File: src/rtl/rgb_cmd_pkg.sv
// Shared definitions for the RGB PWM command parser: ASCII codes, parser
// states, colour bit positions and the hex-digit decoder.
package rgb_cmd_pkg;

  localparam logic [7:0] ASC_R_UC = 8'h52;
  localparam logic [7:0] ASC_R_LC = 8'h72;
  localparam logic [7:0] ASC_G_UC = 8'h47;
  localparam logic [7:0] ASC_G_LC = 8'h67;
  localparam logic [7:0] ASC_B_UC = 8'h42;
  localparam logic [7:0] ASC_B_LC = 8'h62;
  localparam logic [7:0] ASC_X    = 8'h58;
  localparam logic [7:0] ASC_U    = 8'h55;
  localparam logic [7:0] ASC_CR   = 8'h0D;
  localparam logic [7:0] ASC_LF   = 8'h0A;
  localparam logic [7:0] ASC_SP   = 8'h20;
  localparam logic [7:0] ASC_0    = 8'h30;
  localparam logic [7:0] ASC_9    = 8'h39;

  typedef enum logic [1:0] {
    IDLE,
    HEX_HI,
    HEX_LO
  } state_e;

  localparam logic [1:0] COL_R = 2'd2;
  localparam logic [1:0] COL_G = 2'd1;
  localparam logic [1:0] COL_B = 2'd0;

  typedef struct packed {
    logic       valid;
    logic [3:0] nib;
  } hex_t;

  function automatic hex_t hex_decode(input logic [7:0] c);
    hex_t h;
    h.valid = 1'b1;
    h.nib   = '0;
    if (c >= ASC_0 && c <= ASC_9) begin
      h.nib = c[3:0];
    end else if ((c >= 8'h41 && c <= 8'h46) || (c >= 8'h61 && c <= 8'h66)) begin
      // 'A'/'a' have low nibble 1, so +9 maps them onto 10..15
      h.nib = c[3:0] + 4'd9;
    end else begin
      h.valid = 1'b0;
    end
    return h;
  endfunction

endpackage

File: src/rtl/rgb_pwm_channel.sv
// One RGB LED: compares the shared PWM counter against three duties and
// registers the resulting drive bits.
module rgb_pwm_channel
  import rgb_cmd_pkg::*;
#(
  parameter int unsigned PWM_BITS = 8
) (
  input  logic                clk_i,
  input  logic                rst_ni,
  input  logic [PWM_BITS-1:0] cnt_i,
  input  logic [PWM_BITS-1:0] duty_r_i,
  input  logic [PWM_BITS-1:0] duty_g_i,
  input  logic [PWM_BITS-1:0] duty_b_i,
  output logic [2:0]          rgb_o
);

  logic [2:0] rgb_q, rgb_d;

  always_comb begin
    rgb_d        = '0;
    rgb_d[COL_R] = (cnt_i < duty_r_i);
    rgb_d[COL_G] = (cnt_i < duty_g_i);
    rgb_d[COL_B] = (cnt_i < duty_b_i);
  end

  always_ff @(posedge clk_i or negedge rst_ni) begin
    if (!rst_ni) begin
      rgb_q <= '0;
    end else begin
      rgb_q <= rgb_d;
    end
  end

  assign rgb_o = rgb_q;

endmodule

File: src/rtl/rgb_pwm_cmd_fsm.sv
// ASCII command parser driving NUM_CH RGB LEDs with per-colour PWM duty.
// Define RGB_PWM_SHADOW_EN for shadowed duties loaded at counter wrap or by 'U'.
module rgb_pwm_cmd_fsm
  import rgb_cmd_pkg::*;
#(
  parameter int unsigned NUM_CH   = 4,
  parameter int unsigned PWM_BITS = 8,
  parameter int unsigned PRESCALE = 1
) (
  input  logic                  clk_i,
  input  logic                  rst_ni,
  input  logic                  cmd_valid_i,
  input  logic [7:0]            cmd_i,
  output logic [3*NUM_CH-1:0]   rgb_o,
  output logic                  err_o,
  output logic                  busy_o
);

  localparam int unsigned PRE_W = (PRESCALE > 1) ? $clog2(PRESCALE) : 1;
  localparam logic [PRE_W-1:0]    PRE_MAX  = PRE_W'(PRESCALE - 1);
  localparam logic [PWM_BITS-1:0] CNT_MAX  = PWM_BITS'((1 << PWM_BITS) - 2);
  localparam logic [3:0]          NUM_CH_L = 4'(NUM_CH);

  typedef logic [PWM_BITS-1:0] duty_t;

  state_e                         state_q, state_d;
  logic [3:0]                     chan_q, chan_d;
  logic [1:0]                     col_q, col_d;
  logic [3:0]                     nib_q, nib_d;
  logic                           err_q, err_d;
  logic [3*NUM_CH-1:0][PWM_BITS-1:0] wr_q, wr_d;
  logic [3*NUM_CH-1:0][PWM_BITS-1:0] act;
  logic [PRE_W-1:0]               pre_q, pre_d;
  duty_t                          cnt_q, cnt_d;
  logic                           step, wrap;
  hex_t                           hx;
  duty_t                          wval;
`ifdef RGB_PWM_SHADOW_EN
  logic                           load_now;
`endif

  always_comb begin
    step  = (pre_q == PRE_MAX);
    wrap  = step && (cnt_q == CNT_MAX);
    pre_d = step ? '0 : pre_q + 1'b1;
    cnt_d = cnt_q;
    if (step) cnt_d = wrap ? '0 : cnt_q + 1'b1;
  end

  always_comb begin
    state_d  = state_q;
    chan_d   = chan_q;
    col_d    = col_q;
    nib_d    = nib_q;
    err_d    = 1'b0;
    wr_d     = wr_q;
    hx       = hex_decode(cmd_i);
    wval     = duty_t'({nib_q, hx.nib} >> (8 - PWM_BITS));
`ifdef RGB_PWM_SHADOW_EN
    load_now = 1'b0;
`endif
    if (cmd_valid_i) begin
      unique case (state_q)
        IDLE: begin
          if (cmd_i >= ASC_0 && cmd_i <= ASC_9) begin
            if (cmd_i[3:0] < NUM_CH_L) chan_d = cmd_i[3:0];
            else                       err_d  = 1'b1;
          end else if (cmd_i == ASC_R_UC || cmd_i == ASC_R_LC) begin
            col_d   = COL_R;
            state_d = HEX_HI;
          end else if (cmd_i == ASC_G_UC || cmd_i == ASC_G_LC) begin
            col_d   = COL_G;
            state_d = HEX_HI;
          end else if (cmd_i == ASC_B_UC || cmd_i == ASC_B_LC) begin
            col_d   = COL_B;
            state_d = HEX_HI;
          end else if (cmd_i == ASC_X) begin
            wr_d = '0;
          end else if (cmd_i == ASC_CR || cmd_i == ASC_LF || cmd_i == ASC_SP) begin
            state_d = IDLE;
`ifdef RGB_PWM_SHADOW_EN
          end else if (cmd_i == ASC_U) begin
            load_now = 1'b1;
`endif
          end else begin
            err_d = 1'b1;
          end
        end
        HEX_HI: begin
          if (hx.valid) begin
            nib_d   = hx.nib;
            state_d = HEX_LO;
          end else begin
            err_d   = 1'b1;
            state_d = IDLE;
          end
        end
        HEX_LO: begin
          state_d = IDLE;
          if (hx.valid) begin
            for (int unsigned c = 0; c < NUM_CH; c++) begin
              for (int unsigned k = 0; k < 3; k++) begin
                if (chan_q == 4'(c) && col_q == 2'(k)) wr_d[3*c+k] = wval;
              end
            end
          end else begin
            err_d = 1'b1;
          end
        end
        default: state_d = IDLE;
      endcase
    end
  end

  always_ff @(posedge clk_i or negedge rst_ni) begin
    if (!rst_ni) begin
      state_q <= IDLE;
      chan_q  <= '0;
      col_q   <= COL_R;
      nib_q   <= '0;
      err_q   <= 1'b0;
      wr_q    <= '0;
      pre_q   <= '0;
      cnt_q   <= '0;
    end else begin
      state_q <= state_d;
      chan_q  <= chan_d;
      col_q   <= col_d;
      nib_q   <= nib_d;
      err_q   <= err_d;
      wr_q    <= wr_d;
      pre_q   <= pre_d;
      cnt_q   <= cnt_d;
    end
  end

`ifdef RGB_PWM_SHADOW_EN
  logic [3*NUM_CH-1:0][PWM_BITS-1:0] act_q;

  // Loading from wr_d lets a write landing on the wrap edge take effect at once
  always_ff @(posedge clk_i or negedge rst_ni) begin
    if (!rst_ni) begin
      act_q <= '0;
    end else if (wrap || load_now) begin
      act_q <= wr_d;
    end
  end

  assign act = act_q;
`else
  assign act = wr_q;
`endif

  for (genvar c = 0; c < NUM_CH; c++) begin : g_ch
    rgb_pwm_channel #(
      .PWM_BITS (PWM_BITS)
    ) u_ch (
      .clk_i    (clk_i),
      .rst_ni   (rst_ni),
      .cnt_i    (cnt_q),
      .duty_r_i (act[3*c+2]),
      .duty_g_i (act[3*c+1]),
      .duty_b_i (act[3*c]),
      .rgb_o    (rgb_o[3*c +: 3])
    );
  end

  assign err_o  = err_q;
  assign busy_o = (state_q != IDLE);

endmodule

File: config.mk
export PLATFORM = sky130hd
export DESIGN_NAME = rgb_pwm_cmd_fsm
export DESIGN_NICKNAME = d
export VERILOG_FILES = /design/src/rtl/rgb_cmd_pkg.sv /design/src/rtl/rgb_pwm_channel.sv /design/src/rtl/rgb_pwm_cmd_fsm.sv
export SDC_FILE = /design/constraint.sdc
export NUM_CORES = 1
export LEC_CHECK = 0
export CAP_MARGIN = 30
export CORE_MARGIN = 8
export CORE_UTILIZATION = 40
export DETAILED_ROUTE_END_ITERATION = 8
export SETUP_SLACK_MARGIN = 0.5
export SYNTH_ARGS = -nofsm -noshare
export SYNTH_HDL_FRONTEND = slang
export SYNTH_SLANG_ARGS = --single-unit
File: constraint.sdc
create_clock -name clk_i -period 2.1 [get_ports clk_i]
set_input_delay 0.42 -clock clk_i [delete_from_list [all_inputs] [get_ports clk_i]]
set_output_delay 0.42 -clock clk_i [all_outputs]
set_load 0.01 [all_outputs]
==> results.ini, run 1 <==
[timing]
worstMarginPinSlew_ns=0.492
finalSetupViolations=0
skew_ns=0.00852
slew-limit-headroom=0.672
rsz0062_at_grt=yes
fmax_mhz=522
layout_min_cycle_time_ns=1.91
layout_setup_ws_ns=0.185
hold_viol=0
setup-tns-final_ns=0
slew_viol_final=0
final_min_period_over_clock_period=0.912

[synthesis]
ys_warn_count=0
ys_seq_elements=129
synth_async_sr_flop_share=1.00
syn_inst=953
synth_area_um2=8660
synth_edf_count=0
yosysSeqAreaShare=0.373
synth_area_per_cell_um2=9.09
syn-num-nets=1058
ys_types=61
synth_ff_type=dfrtp_1

[place]
io_buffers=24
dp_cells=1336
hpwl_um=16200
post-place-ws_ns=-0.735
gp_congestion=0.806

[setup_path]
path_class=in2reg
crit_fanout=6
worstSetupEndpointType=register
critPathLaunchType=primary input
required_ns=2.45
arrival_ns=2.27

[floorplanning]
dieHeight_um=163
start_util=0.402
dieWidth_um=163
ioPinCount=25
core_area_um2=21600
die_area_um2=26600
num_rows=54

[clocking]
numClockSinks=129
cts_root_buf=clkbuf_16
clockBufferDepth=2
cts_buffers=17
clkTransAtPathRegs_ns=0.06
cts_tree=built
worstSkewPairLatency_ns=0.43
cts-htree-levels=4

[grt]
antenna_found_initial=0
grt_pass1_wl_um=42100
grt_pass1_vias=8109
busiest_layer=met2
grt_use_total=0.199
use_met2=0.337
grt_start_max_net_pins=75
use_met1=0.239
use_met3=0.0396
overflow=0

[outcome]
outcome=completed

[pwr]
power_density_nw_per_um2=617
leakagePower_nw=5.61
vdd_drop_max_uv=486
total_power_mw=7.99

[final_layout]
fin_cells=1433
drive_gt1_frac=0.395
syn2layout_area_growth_pct=49.5
fin_nets=1244

[drt]
firstDrtPassIters=5
drc=0
via_per_inst=5.74
postRouteWirelength_um=27100
drtIter0Drc=498
wl_per_cell_um=18.9
ant_nets=0
num_vias=8227

[min_path]
min_path_type=in2reg

[run]
timing.max_cap.violations=0

[area by class of cell]
type	count	area, µm²
Antenna cell	1	2.50
Clock buffer	22	474
Clock inverter	10	109
Fill cell	1702	8600
Inverter	105	409
Multi-Input combinational cell	675	5990
Sequential cell	129	3240
Tap cell	280	350
Timing Repair Buffer	211	2380
[repair_timing]
action | CTS | global route
hold buffers | 1 | 0
resized for setup | 225 | 137
setup buffers | 35 | 10
cloned | 10 | 8
endpoints found under the hold margin | 44 | 0
endpoints found under the setup margin | 136 | 125
pin swaps | 59 | 80
[placed cells by master, fill, tap and decap left out, types with 28 or more instances in the layout]
cell,Yosys,layout
a41oi_1,49,28
buf_12,0,28
buf_4,1,98
buf_6,4,47
dfrtp_1,128,121
ha_1,94,84
inv_1,105,100
nand2_1,61,28
nand4_1,50,50
nor2_1,88,83
o211ai_1,44,44
o21ai_2,10,34
[routing by layer]
layer	vias to the layer above	part of all wire
met5	-	0
met4	0	0.032
met3	47	0.037
met2	198	0.49
met1	4090	0.44
li1	3892	-
[state kept, by name, summed over array words and instances, names as in the netlist]
signal / cells
act: 96
chan_q: 4
cnt_q: 8
col_q: 2
err_o: 1
g_ch.u_ch.rgb_o: 12
nib_q: 4
state_q: 2
[where the power goes]
group / switching, mW / internal, mW / total, mW / leakage (nW)
Combinational: 1.06 / 0.959 / 2.02 / 3.80
Sequential: 0.194 / 2.81 / 3.00 / 1.52
Clock: 1.14 / 1.83 / 2.97 / 0.286
[cells by family after synthesis]
family                     Yosys count  share of synthesized area
and+or+nand+nor                    293                      0.175
AOI/OAI and AO/OA                  273                      0.230
buffers and inverters              150                     0.0702
DFF                                129                      0.373
adders and majority gates           94                      0.136
xor gates and xnor gates             7                    0.00708
muxes                                7                    0.00881
[synth_stat cells, drive strengths merged, types with 2 or more instances]
master | number | area, µm²
and3b | 2 | 17.5
nor4b | 3 | 47.5
xor2 | 4 | 35.0
and3 | 3 | 23.8
a41oi | 49 | 429
ha | 94 | 1180
and4bb | 2 | 25.0
o2111ai | 12 | 174
nand3 | 25 | 125
a21oi | 29 | 145
or2 | 2 | 12.5
a31o | 2 | 17.5
o31ai | 2 | 20.0
mux2i | 2 | 20.0
nor2b | 4 | 25.0
o221ai | 13 | 114
a2111oi | 2 | 17.5
nor2 | 88 | 330
xnor2 | 3 | 26.3
buf | 13 | 92.6
mux2 | 5 | 56.3
inv | 105 | 394
a21o | 17 | 128
o211ai | 44 | 330
o21ai | 82 | 448
nand4 | 50 | 313
nand2b | 15 | 93.8
clkbuf | 32 | 121
a211oi | 13 | 97.6
dfrtp | 128 | 3200
and2 | 30 | 190
nand2 | 61 | 229
[stage by stage]
step                cell area [µm²]  hold WS, ns   util
floorplan                      8980        0.124      -
global placement              10500        0.404  0.489
detailed placement            10500        0.404  0.489
CTS                           12200        0.259  0.566
global route                  12900        0.283  0.601
finish                        12900        0.272  0.601
[critical path, cell delays in order]
cell       delay [ns]
buf_12           0.09
inv_12           0.03
ha_4             0.15
buf_6            0.12
o21bai_4         0.15
a21boi_4         0.09
buf_12           0.13
buf_16           0.12
buf_6            0.11
a2111oi_4        0.36
o21ai_4          0.09
buf_6            0.14
buf_16           0.14
o21ai_2          0.12
[worst paths after layout]
path                       cells after the start                    end       start  slack [ns]
min in group asynchronous                      2  g_ch[0].u_ch.rgb_o[2]      rst_ni        0.51
hold reg to reg                                2               col_q[1]    col_q[1]        0.52
setup reg to reg                              10                 act[8]  state_q[1]        0.21
setup / recovery                              14                act[35]    cmd_i[1]        0.19
max in group asynchronous                      3               col_q[1]      rst_ni        0.97
hold / removal                                 3              chan_q[1]    cmd_i[1]        0.27
No activity file was read; power rests on OpenSTA's default activity.
==> run 2: changes to the inputs <==
--- a/config.mk
+++ b/config.mk
@@ -10,6 +10,7 @@
 export CORE_UTILIZATION = 40
 export DETAILED_ROUTE_END_ITERATION = 8
 export SETUP_SLACK_MARGIN = 0.5
+export SLEW_MARGIN = 5
 export SYNTH_ARGS = -nofsm -noshare
 export SYNTH_HDL_FRONTEND = slang
 export SYNTH_SLANG_ARGS = --single-unit
==> results of run 2 <==
Same layout as run 1: the final DEF is identical, and so are final timing and power.
